$ cat src/rtl/recebe_medidas_uc_pkg.sv
// Shared constants, frame-shape defaults and state encoding for the measurement receiver.
// Frame shape must stay identical to the transmitter side.
package recebe_medidas_uc_pkg;

  localparam logic [7:0] ZERO        = 8'h30;
  localparam logic [7:0] NOVE        = 8'h39;
  localparam logic [7:0] TERM_PADRAO = 8'h23;

  localparam int unsigned N_SENS_PADRAO = 3;
  localparam int unsigned N_DIG_PADRAO  = 3;

  // Enumerator values double as the db_estado debug code.
  typedef enum logic [2:0] {
    StInicial    = 3'b000,
    StEspera     = 3'b001,
    StCheca      = 3'b010,
    StProxSensor = 3'b011,
    StFim        = 3'b100,
    StFalha      = 3'b101
  } estado_e;

  localparam logic [2:0] ESTADO_INVALIDO = 3'b111;

  function automatic logic eh_digito(input logic [7:0] b);
    return (b >= ZERO) && (b <= NOVE);
  endfunction

endpackage

$ cat src/rtl/recebe_medidas_uc_if.sv
// Host/UART-side signal bundle of the measurement receiver.
// master = host logic and UART receiver, slave = recebe_medidas_uc.
interface recebe_medidas_uc_if
  import recebe_medidas_uc_pkg::*;
#(
  parameter int unsigned BcdW = 4 * N_DIG_PADRAO
);

  logic            habilita;
  logic [7:0]      dado_rx;
  logic            pronto_rx;
  logic [BcdW-1:0] medida1;
  logic [BcdW-1:0] medida2;
  logic [BcdW-1:0] medida3;
  logic            pronto;
  logic            erro;
  logic [2:0]      db_estado;

  modport master (
    output habilita, dado_rx, pronto_rx,
    input  medida1, medida2, medida3, pronto, erro, db_estado
  );

  modport slave (
    input  habilita, dado_rx, pronto_rx,
    output medida1, medida2, medida3, pronto, erro, db_estado
  );

endinterface

$ cat src/rtl/recebe_medidas_uc_contador_timeout.sv
// Modulo-TIMEOUT idle counter; fim flags the last count before wrap.
// zera has priority over conta.
module recebe_medidas_uc_contador_timeout #(
  parameter int unsigned TIMEOUT = 50_000_000
) (
  input  logic clock,
  input  logic reset,
  input  logic zera,
  input  logic conta,
  output logic fim
);

  localparam int unsigned CntW   = (TIMEOUT > 1) ? $clog2(TIMEOUT) : 1;
  localparam logic [CntW-1:0] Ultimo = CntW'(TIMEOUT - 1);

  logic [CntW-1:0] cnt_q, cnt_d;

  assign fim = (cnt_q == Ultimo);

  always_comb begin
    cnt_d = cnt_q;
    if (zera) begin
      cnt_d = '0;
    end else if (conta) begin
      cnt_d = fim ? '0 : cnt_q + CntW'(1);
    end
  end

  always_ff @(posedge clock) begin
    if (reset) begin
      cnt_q <= '0;
    end else begin
      cnt_q <= cnt_d;
    end
  end

endmodule

$ cat src/rtl/recebe_medidas_uc.sv
// Receive-side frame assembler: validates "ddd#ddd#ddd#" bytes from the UART,
// commits each packet as BCD and reports frame completion or a sticky error.
module recebe_medidas_uc
  import recebe_medidas_uc_pkg::*;
#(
  parameter int unsigned N_SENS  = N_SENS_PADRAO,
  parameter int unsigned N_DIG   = N_DIG_PADRAO,
  parameter logic [7:0]  TERM    = TERM_PADRAO,
  parameter int unsigned TIMEOUT = 50_000_000
) (
  input logic               clock,
  input logic               reset,
  recebe_medidas_uc_if.slave bus
);

  localparam int unsigned BcdW     = 4 * N_DIG;
  localparam int unsigned IdxDigW  = $clog2(N_DIG + 1);
  localparam int unsigned IdxSensW = (N_SENS > 1) ? $clog2(N_SENS) : 1;

  estado_e               state_q, state_d;
  logic [IdxDigW-1:0]    idx_dig_q, idx_dig_d;
  logic [IdxSensW-1:0]   idx_sens_q, idx_sens_d;
  logic [BcdW-1:0]       shadow_q, shadow_d;
  logic [7:0]            byte_q, byte_d;
  logic [BcdW-1:0]       medida_q [N_SENS];
  logic [BcdW-1:0]       medida_d [N_SENS];
  logic                  erro_q, erro_d;
  logic                  zera, conta, fim_timeout;
  logic                  pronto;
  logic [2:0]            db_estado;

  recebe_medidas_uc_contador_timeout #(
    .TIMEOUT (TIMEOUT)
  ) u_contador_timeout (
    .clock (clock),
    .reset (reset),
    .zera  (zera),
    .conta (conta),
    .fim   (fim_timeout)
  );

  always_comb begin
    state_d    = state_q;
    idx_dig_d  = idx_dig_q;
    idx_sens_d = idx_sens_q;
    shadow_d   = shadow_q;
    byte_d     = byte_q;
    medida_d   = medida_q;
    erro_d     = erro_q;
    zera       = 1'b0;
    conta      = 1'b0;
    pronto     = 1'b0;

    case (state_q)
      StInicial: begin
        if (bus.habilita) begin
          erro_d     = 1'b0;
          idx_dig_d  = '0;
          idx_sens_d = '0;
          zera       = 1'b1;
          state_d    = StEspera;
        end
      end

      StEspera: begin
        conta = 1'b1;
        // A strobe in the same cycle as the timeout still wins.
        if (bus.pronto_rx) begin
          byte_d  = bus.dado_rx;
          zera    = 1'b1;
          state_d = StCheca;
        end else if (fim_timeout) begin
          state_d = StFalha;
        end
      end

      StCheca: begin
        if (idx_dig_q < IdxDigW'(N_DIG)) begin
          if (eh_digito(byte_q)) begin
            // MSD arrives first, so older digits move up one nibble.
            shadow_d  = (shadow_q << 4) | BcdW'(byte_q[3:0]);
            idx_dig_d = idx_dig_q + IdxDigW'(1);
            state_d   = StEspera;
          end else begin
            state_d = StFalha;
          end
        end else if (byte_q == TERM) begin
          medida_d[idx_sens_q] = shadow_q;
          shadow_d             = '0;
          idx_dig_d            = '0;
          state_d = (idx_sens_q == IdxSensW'(N_SENS - 1)) ? StFim : StProxSensor;
        end else begin
          state_d = StFalha;
        end
      end

      StProxSensor: begin
        idx_sens_d = idx_sens_q + IdxSensW'(1);
        state_d    = StEspera;
      end

      StFim: begin
        pronto  = 1'b1;
        state_d = StInicial;
      end

      StFalha: begin
        erro_d  = 1'b1;
        state_d = StInicial;
      end

      default: begin
        state_d = StInicial;
      end
    endcase
  end

  always_ff @(posedge clock) begin
    if (reset) begin
      state_q    <= StInicial;
      idx_dig_q  <= '0;
      idx_sens_q <= '0;
      shadow_q   <= '0;
      byte_q     <= '0;
      erro_q     <= 1'b0;
      for (int i = 0; i < N_SENS; i++) begin
        medida_q[i] <= '0;
      end
    end else begin
      state_q    <= state_d;
      idx_dig_q  <= idx_dig_d;
      idx_sens_q <= idx_sens_d;
      shadow_q   <= shadow_d;
      byte_q     <= byte_d;
      erro_q     <= erro_d;
      medida_q   <= medida_d;
    end
  end

  always_comb begin
    case (state_q)
      StInicial, StEspera, StCheca, StProxSensor, StFim, StFalha: db_estado = state_q;
      default:                                                    db_estado = ESTADO_INVALIDO;
    endcase
  end

  assign bus.medida1   = medida_q[0];
  assign bus.medida2   = medida_q[1];
  assign bus.medida3   = medida_q[2];
  assign bus.pronto    = pronto;
  assign bus.erro      = erro_q;
  assign bus.db_estado = db_estado;

endmodule

$ cat src/flat_wrapper.sv
// flat-port wrapper written by rule: the top's interface ports become plain ports
module recebe_medidas_uc_flat import recebe_medidas_uc_pkg::*;
#(
  parameter int unsigned N_SENS  = N_SENS_PADRAO,
  parameter int unsigned N_DIG   = N_DIG_PADRAO,
  parameter logic [7:0]  TERM    = TERM_PADRAO,
  parameter int unsigned TIMEOUT = 50_000_000
)
  (clock, reset, bus_habilita, bus_dado_rx, bus_pronto_rx, bus_medida1, bus_medida2, bus_medida3, bus_pronto, bus_erro, bus_db_estado);
  recebe_medidas_uc_if bus_i ();
  input logic clock;
  input logic reset;
  input wire logic [$bits(bus_i.habilita)-1:0] bus_habilita;
  input wire logic [$bits(bus_i.dado_rx)-1:0] bus_dado_rx;
  input wire logic [$bits(bus_i.pronto_rx)-1:0] bus_pronto_rx;
  output wire logic [$bits(bus_i.medida1)-1:0] bus_medida1;
  output wire logic [$bits(bus_i.medida2)-1:0] bus_medida2;
  output wire logic [$bits(bus_i.medida3)-1:0] bus_medida3;
  output wire logic [$bits(bus_i.pronto)-1:0] bus_pronto;
  output wire logic [$bits(bus_i.erro)-1:0] bus_erro;
  output wire logic [$bits(bus_i.db_estado)-1:0] bus_db_estado;
  assign bus_i.habilita = bus_habilita;
  assign bus_i.dado_rx = bus_dado_rx;
  assign bus_i.pronto_rx = bus_pronto_rx;
  assign bus_medida1 = bus_i.medida1;
  assign bus_medida2 = bus_i.medida2;
  assign bus_medida3 = bus_i.medida3;
  assign bus_pronto = bus_i.pronto;
  assign bus_erro = bus_i.erro;
  assign bus_db_estado = bus_i.db_estado;
  recebe_medidas_uc #(.N_SENS(N_SENS), .N_DIG(N_DIG), .TERM(TERM), .TIMEOUT(TIMEOUT)) u_core (.clock(clock), .reset(reset), .bus(bus_i));
endmodule
$ cat config.mk
export PLATFORM = sky130hd
export DESIGN_NAME = recebe_medidas_uc_flat
export DESIGN_NICKNAME = d
export VERILOG_FILES = /design/src/rtl/recebe_medidas_uc_pkg.sv /design/src/rtl/recebe_medidas_uc_if.sv /design/src/rtl/recebe_medidas_uc_contador_timeout.sv /design/src/rtl/recebe_medidas_uc.sv /design/src/flat_wrapper.sv
export SDC_FILE = /design/constraint.sdc
export NUM_CORES = 1
export LEC_CHECK = 0
export ABC_AREA = 1
export BUFFER_PORTS_ARGS = -buffer_cell sky130_fd_sc_hd__clkbuf_2
export CAP_MARGIN = 30
export CORE_MARGIN = 8
export CORE_UTILIZATION = 55
export CTS_CLUSTER_DIAMETER = 60
export DETAILED_ROUTE_END_ITERATION = 8
export PLACE_DENSITY = 0.76
export SLEW_MARGIN = 20
export SYNTH_ARGS = -nofsm -noshare
export SYNTH_HDL_FRONTEND = slang
export SYNTH_SLANG_ARGS = --single-unit
$ cat constraint.sdc
create_clock -name clock -period 2.19 [get_ports clock]
set_input_delay 0 -clock clock [delete_from_list [all_inputs] [get_ports clock]]
set_output_delay 0 -clock clock [all_outputs]
set_load 0.005 [all_outputs]
==> metrics.cfg, run 1 <==
[synthesis]
muxShareOfSynthArea_pct = 0.235
syn-num-nets = 619
synth_cell_types = 34
netlist_area_sq_um = 4250
yosys_most_used_dff = dfxtp_1
ys_seq_elements = 90
yosys_warnings = 0
synth_area_per_cell_sq_um = 7.06
synth_edf_count = 0
synth_fa_ha_area_share_pct = 1.47
yosys.area_share.xor_xnor_pct = 1.44
synthSimpleGateAreaFrac_pct = 34.6
ys_async_sr_fraction_pct = 0
yosysSeqAreaShare_pct = 42.4
synth_compound_area_share_pct = 10.7
synth_cells = 602
synth_top_family_by_area = simple AND/OR/NAND/NOR gates

[worst_setup_path]
critical_path_class = reg -> reg
ff2ff_path_depth = 8
path_cells = ha_1 -> nand2_1 -> nor2_1 -> nand4_4 -> nor2_4 -> inv_2 -> nor2_1 -> nor2_1
rr_endpoint = u_core.bus.medida1[2]
crit_fanout = 13
slowest_delay_ns = 0.34
endpoint_kind = flip-flop
cp_slowest_cell = dfxtp_1
crit_path_frequent_cell = nor2_1
worstPathArrival_ns = 2.15
timing.rr.start = u_core.idx_dig_q[0]
start_kind = flip-flop
r2r_slack_ns = 0.29
cp_data_required_time_ns = 2.44

[cts]
cts_made_buffers = 9
clk_pin_slew_ns = 0.11
clockBufferDepth = 2
cts_root_buf = clkbuf_8
tritoncts = yes
postCtsSetupRepairBufs = 0
clk_latency_ns = 0.37
cts.sinks = 90
cts_max_level = 3

[die]
rows = 32
num_io_pins = 53
core-area_sq_um = 7610
die_h_microns = 104
initial_core_util_pct = 55.9
dieArea_sq_um = 10800
fp.dieW_microns = 104

[sta]
finalSetupTns_ns = 0
slew_viol_final = 0
grt_setup_unrepaired = no
worstMarginPinSlew_ns = 0.473
hold_viol_final = 0
finalCriticalPeriod_ns = 1.90
setup_violations = 0
max_freq_ghz = 0.527
slew_headroom_pct = 68.4
whs_ns = 0.0127
skew_ns = 0.0150
post-route-period-util_pct = 86.7

[layout]
drive_gt1_share_pct = 16.5
final_nets = 672
regArea_sq_um = 1800
final_common_cell = nor2_1
fillers = 714
final_cell_mix = nor2_1, nand2_1, dfxtp_1, inv_1, clkbuf_2
area_growth_pct = 13.7
multi_input_area_sq_um = 2060
final_cells = 762
antenna_cells = 0

[power]
clkPwrFrac_pct = 38.1
swShare_pct = 27.6
p_sw_w = 0.000887
ir_drop_mv = 0.348
powerDensity_nw_per_um2 = 665
p_leak_nw = 2.15
total_power_w = 0.00321
comb_power_share_pct = 9.0
power.share.sequential_pct = 52.9
internal-power_w = 0.00232

[global_routing]
grt_pass1_wl_microns = 17000
grt_start_max_net_pins = 48
track_usage_pct = 18.6
antenna_found_initial = 0
grt_pass1_vias = 3687
gr-total-overflow = 0

[worst_hold_path]
min_from = bus_habilita
hp-class = in -> reg
whs_path_depth = 5
hold_end = u_core.state_q[2]

[routing]
via_per_inst = 5.24
drtPass1Iterations = 5
route.met2.wl_microns = 4600
wl_per_cell_microns = 13.3
drc_errors = 0
num_vias = 3992
postRouteAntennaNets = 0
routed-wl-met3_microns = 559
wl_microns = 10100
top_layer = met4
drtIter0Drc = 193
wl_met1_microns = 4820

[place]
dp_hpwl_microns = 7460
port-buffer-count = 52
place_inst = 738
gp_congestion = 0.940

[status]
status = finished clean

[run]
drv_cap = 0

-- area by class of cell --
type | count | area share (%)
clock buffer | 9 | 2.56
sequential | 90 | 37.3
multi-input combinational | 423 | 42.6
clock inverter | 7 | 1.94
timing repair buffer | 64 | 7.66
tap | 102 | 2.64
inverter | 67 | 5.26
-- how the worst max path moves through the flow --
stage / from / to / slack (ns) / cells after the start
after floorplan: u_core.idx_dig_q[0] / u_core.bus.medida1[0] / 0.68 / 9
after global placement: u_core.state_q[0] / u_core.bus.medida3[8] / 0.25 / 6
after detailed placement: u_core.state_q[0] / u_core.bus.medida3[2] / 0.12 / 6
after CTS: u_core.state_q[0] / u_core.bus.medida3[2] / 0.09 / 6
after global routing: u_core.idx_dig_q[0] / u_core.bus.medida1[5] / 0.1 / 8
final: u_core.idx_dig_q[0] / u_core.bus.medida1[2] / 0.29 / 8
-- worst max-delay path: cells and delay by family, from the launching register on --
family        cells  cell delay, ns
buf+inv           1            0.18
simple gates      6            1.08
flops             1            0.34
fa+ha+maj         1            0.20
-- repair_timing --
item                       in CTS  in global routing
gates resized for setup         0                  1
hold buffers                    8                  0
hold endpoints to repair        8                  0
setup endpoints to repair       0                 12
-- power groups by stage --
stage                     Sequential [W]  Clock [W]  Combinational (W)
after floorplan                  0.00173          0           0.000209
after global placement           0.00174          0           0.000265
after detailed placement         0.00174          0           0.000273
after CTS                        0.00170    0.00124           0.000287
after global routing             0.00171    0.00131           0.000321
final                            0.00170    0.00122           0.000289
-- kinds of logic (layout without fill, tap and decap cells) --
| kind of cell | after synthesis | in the layout |
|---|---|---|
| compound gates | 90 | 90 |
| xor+xnor | 7 | 7 |
| fa+ha+maj | 5 | 5 |
| buf+inv | 89 | 147 |
| flops | 90 | 90 |
| mux | 1 | 1 |
| simple gates | 320 | 320 |
-- synth_stat cells (3+ instances only) --
cell type    n  area (sq um)
nor2_4       4          45.0
nand4_1     24           150
dfxtp_1     90          1800
nand2_1     96           360
clkbuf_1    10          37.5
a21oi_1     38           190
xor2_1       6          52.6
nand2_2      3          18.8
ha_1         5          62.6
nor3b_2      4          50.1
inv_1       61           229
o21ai_0     44           220
nor3_1       5          25.0
inv_2        5          18.8
nor2_2      12          75.1
o21ai_1      7          35.0
nor2_1     137           514
buf_6        6          67.6
buf_2        5          25.0
nand3_1     26           130
-- layer usage --
| layer | vias to the layer above | global-route usage, % |
|---|---|---|
| li1 | 2032 | - |
| met1 | 1842 | 24.7 |
| met2 | 103 | 29.2 |
| met3 | 15 | 3.59 |
| met4 | 0 | 7.24 |
| met5 | - | 0 |
-- state kept, by name, summed over array words and instances (netlist names) --
signal	cells
u_core.bus.medida2	12
u_core.byte_q	8
u_core.shadow_q	12
u_core.state_q	3
u_core.bus.medida1	12
u_core.u_contador_timeout.cnt_q	26
u_core.idx_dig_q	2
u_core.bus.erro	1
u_core.idx_sens_q	2
u_core.bus.medida3	12
-- through the flow --
step           setup slack, ns  util (%)  instance area (sq um)
4_1_cts                 0.0868      63.5                   4830
3_5_place_dp             0.116      59.6                   4530
6_report                 0.292      63.5                   4830
2_1_floorplan            0.680         -                   4250
5_1_grt                 0.0954      63.5                   4830
3_3_place_gp             0.249      59.6                   4530
(Power assumes the default switching activity.)
==> inputs of run 2 (changes only) <==
ABC_AREA = 0   (was 1)
CELL_PAD_IN_SITES_DETAIL_PLACEMENT = 1   (was default)
CELL_PAD_IN_SITES_GLOBAL_PLACEMENT = 1   (was default)
CORE_UTILIZATION = 47   (was 55)
CTS_CLUSTER_DIAMETER = 120   (was 60)
PLACE_DENSITY = default   (was 0.76)
PLACE_DENSITY_LB_ADDON = 0.1   (was default)
==> run 2 against run 1 <==
Net effect:
- sequential share of layout area increased by 3.1 points
- count of clock-buffer cells in the layout unchanged
- design area decreased by 7.6%
- core utilization decreased by 8.1 points
- sequential power decreased by 2%
- power decreased by 7.9%
- worst hold slack improved by 0.12 ns
- critical endpoint is now u_core.bus.medida1[1]
- largest power group unchanged
==> metrics.cfg, run 2 <==
[worst_setup_path]
crit_fanout = 12
slowest_delay_ns = 0.53
worstPathArrival_ns = 2.12
cp_data_required_time_ns = 2.42
r2r_slack_ns = 0.29
critical_path_class = reg -> reg
rr_endpoint = u_core.bus.medida1[1]
ff2ff_path_depth = 6
timing.rr.start = u_core.state_q[1]
endpoint_kind = flip-flop
start_kind = flip-flop
cp_slowest_cell = dfxtp_1
path_cells = nor3b_4 -> and4b_1 -> nand2_1 -> buf_4 -> mux2i_1 -> nor2_1

[cts]
cts_resized = 0
clk_latency_ns = 0.36
cts_root_buf = clkbuf_8
postCtsSetupRepairBufs = 0
cts_max_level = 3
clockBufferDepth = 2
clk_pin_slew_ns = 0.09
tritoncts = yes
cts.sinks = 90
hold_buffers = 9
cts_made_buffers = 9

[global_routing]
track_usage_pct = 16.4
grt_pass1_wl_microns = 15200
grt_pass1_vias = 3153
gr-total-overflow = 0
antenna_found_initial = 0
grt_start_max_net_pins = 43

[synthesis]
ys_seq_elements = 90
synth_compound_area_share_pct = 6.19
synth_most_common_cell = dfxtp_1
muxShareOfSynthArea_pct = 9.44
ys_async_sr_fraction_pct = 0
yosys.area_share.xor_xnor_pct = 5.50
yosys-top-cells-area = dfxtp_1, mux2i_1, nor2_1, nand2_1, a21oi_1
yosys_warnings = 0
synth_fa_ha_area_share_pct = 1.64
yosys_most_used_dff = dfxtp_1
syn-num-nets = 431
netlist_area_sq_um = 3820
synth_top_area_cell = dfxtp_1
synthSimpleGateAreaFrac_pct = 26.3
yosys-top-cells-count = dfxtp_1, nor2_1, nand2_1
synth_area_per_cell_sq_um = 9.22
synth_top_area_share_pct = 47.2
synth_edf_count = 0
yosysSeqAreaShare_pct = 47.2
synth_cells = 414
synth_top_family_by_area = simple AND/OR/NAND/NOR gates
synth_cell_types = 47

[routing]
wl_per_cell_microns = 15.5
drtPass1Iterations = 4
postRouteAntennaNets = 0
drtIter0Drc = 71
via_per_inst = 5.31
route.met2.wl_microns = 4440
top_layer = met4
wl_microns = 9020
drc_errors = 0
wl_met1_microns = 4180
routed-wl-met3_microns = 307
num_vias = 3089

[power]
internal-power_w = 0.00225
p_sw_w = 0.000712
swShare_pct = 24.1
comb_power_share_pct = 4.9
powerDensity_nw_per_um2 = 663
power.share.sequential_pct = 56.1
total_power_w = 0.00296
clkPwrFrac_pct = 39.0
ir_drop_mv = 0.325
p_leak_nw = 1.96

[die]
dieArea_sq_um = 11300
initial_core_util_pct = 47.4
die_h_microns = 106
rows = 33
num_io_pins = 53
core-area_sq_um = 8050
fp.dieW_microns = 106

[place]
dp_hpwl_microns = 6390
place_inst = 558
port-buffer-count = 52
gp_congestion = 0.768
postPlaceCellArea_sq_um = 4180

[sta]
slew_headroom_pct = 66.4
skew_ns = 0.00945
worstMarginPinSlew_ns = 0.504
setup_violations = 0
slew_viol_final = 0
grt_setup_unrepaired = no
finalSetupTns_ns = 0
finalCriticalPeriod_ns = 1.90
max_freq_ghz = 0.528
hold_viol_final = 0
post-route-period-util_pct = 86.5
whs_ns = 0.133

[layout]
final_nets = 490
largest_register_ffs = 26
area_growth_pct = 16.9
final_cells = 582
final_cell_mix = dfxtp_1, nor2_1, clkbuf_2, nand2_1, mux2i_1
fin_area_sq_um = 4460
regMostFlops = u_core.u_contador_timeout.cnt_q
drive_gt1_share_pct = 18.7
antenna_cells = 0
final_common_cell = dfxtp_1

[run]
drv_cap = 0

[status]
status = finished clean

[worst_hold_path]
whs_path_depth = 2
min_from = reset
hp-class = in -> reg
hold_end = u_core.state_q[2]

-- run 2: changes by cell type after synthesis, moves of 9 or more --
cell      before  now
nand3_1       26   13
o21ai_0       44    3
nand2_1       96   44
nand3b_1       1   14
inv_1         61    4
nand4_1       24    8
xor2_1         6   15
mux2i_1        1   36
nor2_1       137   65
nor2_2        12    0
-- run 2: final cells by class --
type / instances / area, sq um
Timing Repair Buffer: 72 / 445
Clock buffer: 9 / 124
Tap cell: 105 / 131
Sequential cell: 90 / 1800
Clock inverter: 6 / 72.6
Multi-Input combinational cell: 296 / 1870
Inverter: 4 / 15.0
Fill cell: 984 / 3590
-- run 2: worst max-delay path by stage --
stage / to / startpoint / cells past startpoint / slack [ns]
after CTS: u_core.bus.medida1[1] / u_core.state_q[1] / 6 / 0.30
final: u_core.bus.medida1[1] / u_core.state_q[1] / 6 / 0.29
after global routing: u_core.shadow_q[10] / u_core.idx_dig_q[0] / 6 / 0.13
after global placement: u_core.state_q[2] / u_core.u_contador_timeout.cnt_q[11] / 5 / 0.37
after floorplan: u_core.shadow_q[10] / u_core.idx_dig_q[0] / 7 / 0.53
after detailed placement: u_core.bus.medida1[1] / u_core.state_q[1] / 6 / 0.33
-- run 2: per-stage QoR --
step                utilization, %  worst slack, ns
CTS                           55.4            0.298
global placement              51.9            0.369
global route                  55.4            0.127
floorplan                        -            0.525
finish                        55.4            0.295
detailed placement            51.9            0.334
-- run 2: worst max-delay path, delay by kind of cell (launching register included) --
family        cells  cell delay, ns
buf+inv           1            0.22
flops             1            0.53
simple gates      4            0.84
mux               1            0.18
-- run 2: kinds of logic (layout without fill, tap and decap cells) --
| group | count (synthesis) | in the layout |
|---|---|---|
| fa+ha+maj | 5 | 5 |
| xor+xnor | 24 | 24 |
| flops | 90 | 90 |
| buf+inv | 28 | 91 |
| compound gates | 41 | 41 |
| mux | 36 | 36 |
| simple gates | 190 | 190 |
-- run 2: power by group through the flow --
stage	logic, W	registers [W]	clock network, W
after CTS	0.000147	0.00166	0.00119
after detailed placement	0.000133	0.00170	0
after global placement	0.000130	0.00170	0
final	0.000143	0.00166	0.00115
after floorplan	0.0000955	0.00169	0
after global routing	0.000159	0.00166	0.00125
-- run 2: per-layer routing --
layer	track usage (%)	up-vias
met5	0	-
met1	20.0	1496
li1	-	1543
met4	6.33	0
met2	28.0	41
met3	2.90	9
==> inputs of run 3 (changes only) <==
CAP_MARGIN = 20   (was 30)
CELL_PAD_IN_SITES_DETAIL_PLACEMENT = 0   (was 1)
CELL_PAD_IN_SITES_GLOBAL_PLACEMENT = 2   (was 1)
CORE_MARGIN = default   (was 8)
CORE_UTILIZATION = 38   (was 47)
==> run 3 against run 2 <==
Net effect:
- sequential cell count did not move
- clock power shrank 18%
- worst hold slack worse by 0.00093 ns
- critical path type unchanged
==> metrics.cfg, run 3 (synthesis results as in run 2) <==
[status]
status = finished clean

[global_routing]
antenna_found_initial = 0
grt_start_max_net_pins = 46
gr-total-overflow = 0
grt_pass1_vias = 2729
track_usage_pct = 17.5
grt_pass1_wl_microns = 13800

[die]
dieArea_sq_um = 10500
die_h_microns = 102
initial_core_util_pct = 39.1
num_io_pins = 53
core-area_sq_um = 9770
fp.dieW_microns = 102
rows = 36

[layout]
final_cell_mix = dfxtp_1, nor2_1, clkbuf_2, nand2_1, mux2i_1
final_common_cell = dfxtp_1
regArea_sq_um = 1800
largest_register_ffs = 26
fin_area_sq_um = 4440
area_growth_pct = 16.3
drive_gt1_share_pct = 18.1
regMostFlops = u_core.u_contador_timeout.cnt_q
final_nets = 491
fillers = 1027
final_cells = 608
multi_input_area_sq_um = 1870
utilization_pct = 45.5
antenna_cells = 0

[power]
powerDensity_nw_per_um2 = 617
ir_drop_mv = 0.258
p_leak_nw = 1.94

[routing]
wl_microns = 8540
drtPass1Iterations = 4
drtIter0Drc = 105
postRouteAntennaNets = 0
num_vias = 3020
wl_per_cell_microns = 14.1
via_per_inst = 4.97
drc_errors = 0

[sta]
slew_headroom_pct = 67.7
setup_violations = 0
worstMarginPinSlew_ns = 0.485
grt_setup_unrepaired = no
finalSetupTns_ns = 0
slew_viol_final = 0
post-route-period-util_pct = 88.0
finalCriticalPeriod_ns = 1.93
hold_viol_final = 0
max_freq_ghz = 0.519
skew_ns = 0.00633

[cts]
clk_latency_ns = 0.35
cts_root_buf = clkbuf_8
cts.sinks = 90
tritoncts = yes
postCtsSetupRepairBufs = 0
cts_made_buffers = 9
clockBufferDepth = 2
cts_max_level = 3
clk_pin_slew_ns = 0.08

[place]
place_inst = 587
dp_hpwl_microns = 5920
postPlaceCellArea_sq_um = 4210
gp_congestion = 0.741
port-buffer-count = 52

[worst_setup_path]
crit_family = flip-flops
endpoint_kind = flip-flop
cp_data_required_time_ns = 2.43
slowest_delay_ns = 0.62
worstPathBufferInverterCount = 2
worstPathArrival_ns = 2.16
crit_path_frequent_cell = buf_4
critical_path_class = reg -> reg
cp_slowest_cell = dfxtp_1
crit_fanout = 22
start_kind = flip-flop
path_cells = nor3b_2 -> buf_4 -> nand2_1 -> nand3b_2 -> o21bai_4 -> buf_4 -> nor2_1

[worst_hold_path]
hp-class = in -> reg

[run]
drv_cap = 0

run 3: cell count changes in the layout (fill, tap and decap cells not counted), sizes merged:
cell / change
buf: +1
clkinv: +1
clkinvlp: -1
inv: -4
clkbuf: +2
bufinv: -1
run 3: per-layer routing:
metal / vias up / wire length, microns / GRT usage, % / share of wire (%)
li1: 1529 / - / - / -
met1: 1429 / 4440 / 24.3 / 52
met2: 55 / 3770 / 26.9 / 44
met3: 7 / 259 / 3.35 / 3.0
met4: 0 / 73 / 6.26 / 0.85
met5: - / 0 / 0 / 0
run 3: worst paths after layout:
path	from	endpoint	slack (ns)	cells after the start
worst max-delay path	u_core.state_q[0]	u_core.u_contador_timeout.cnt_q[23]	0.26	7
worst min-delay path	reset	u_core.byte_q[1]	0.13	2
worst max register to register	u_core.state_q[0]	u_core.u_contador_timeout.cnt_q[23]	0.26	7
worst min register to register	u_core.byte_q[5]	u_core.byte_q[5]	0.46	2
run 3: through the flow:
stage,setup WS [ns],hold slack [ns],total power (W)
finish,0.262,0.132,0.00274
global route,0.107,0.144,0.00287
CTS,0.265,0.134,0.00279
detailed placement,0.278,0.231,0.00182
global placement,0.339,0.223,0.00182
floorplan,0.525,0.136,0.00179
run 3: cell type report:
| class | count | share of cell area [%] |
|---|---|---|
| clock buffer | 11 | 3.18 |
| clock inverter | 1 | 0.113 |
| inverter | 4 | 0.338 |
| multi-input combinational | 296 | 42.2 |
| sequential | 90 | 40.6 |
| tap | 133 | 3.75 |
| timing repair buffer | 73 | 9.91 |
run 3: worst reg2reg max path, stage by stage (launching register included):
cell and delay [ns]:
dfxtp_1 0.62, nor3b_2 0.25, buf_4 0.20, nand2_1 0.10, nand3b_2 0.14, o21bai_4 0.14
buf_4 0.27, nor2_1 0.10
run 3: power breakdown:
part / switching, W / internal [W] / total [W] / leakage [nW]
registers: 0.0000155 / 0.00165 / 0.00166 / 0.726
logic: 0.0000787 / 0.0000545 / 0.000133 / 1.13
clock network: 0.000530 / 0.000418 / 0.000948 / 0.0770
total: 0.000625 / 0.00212 / 0.00274 / 1.94
run 3: repair_timing:
item	4_1_cts	5_1_grt
hold endpoints to repair	9	0
hold buffers	9	0
setup endpoints to repair	0	0
gates resized for setup	0	0
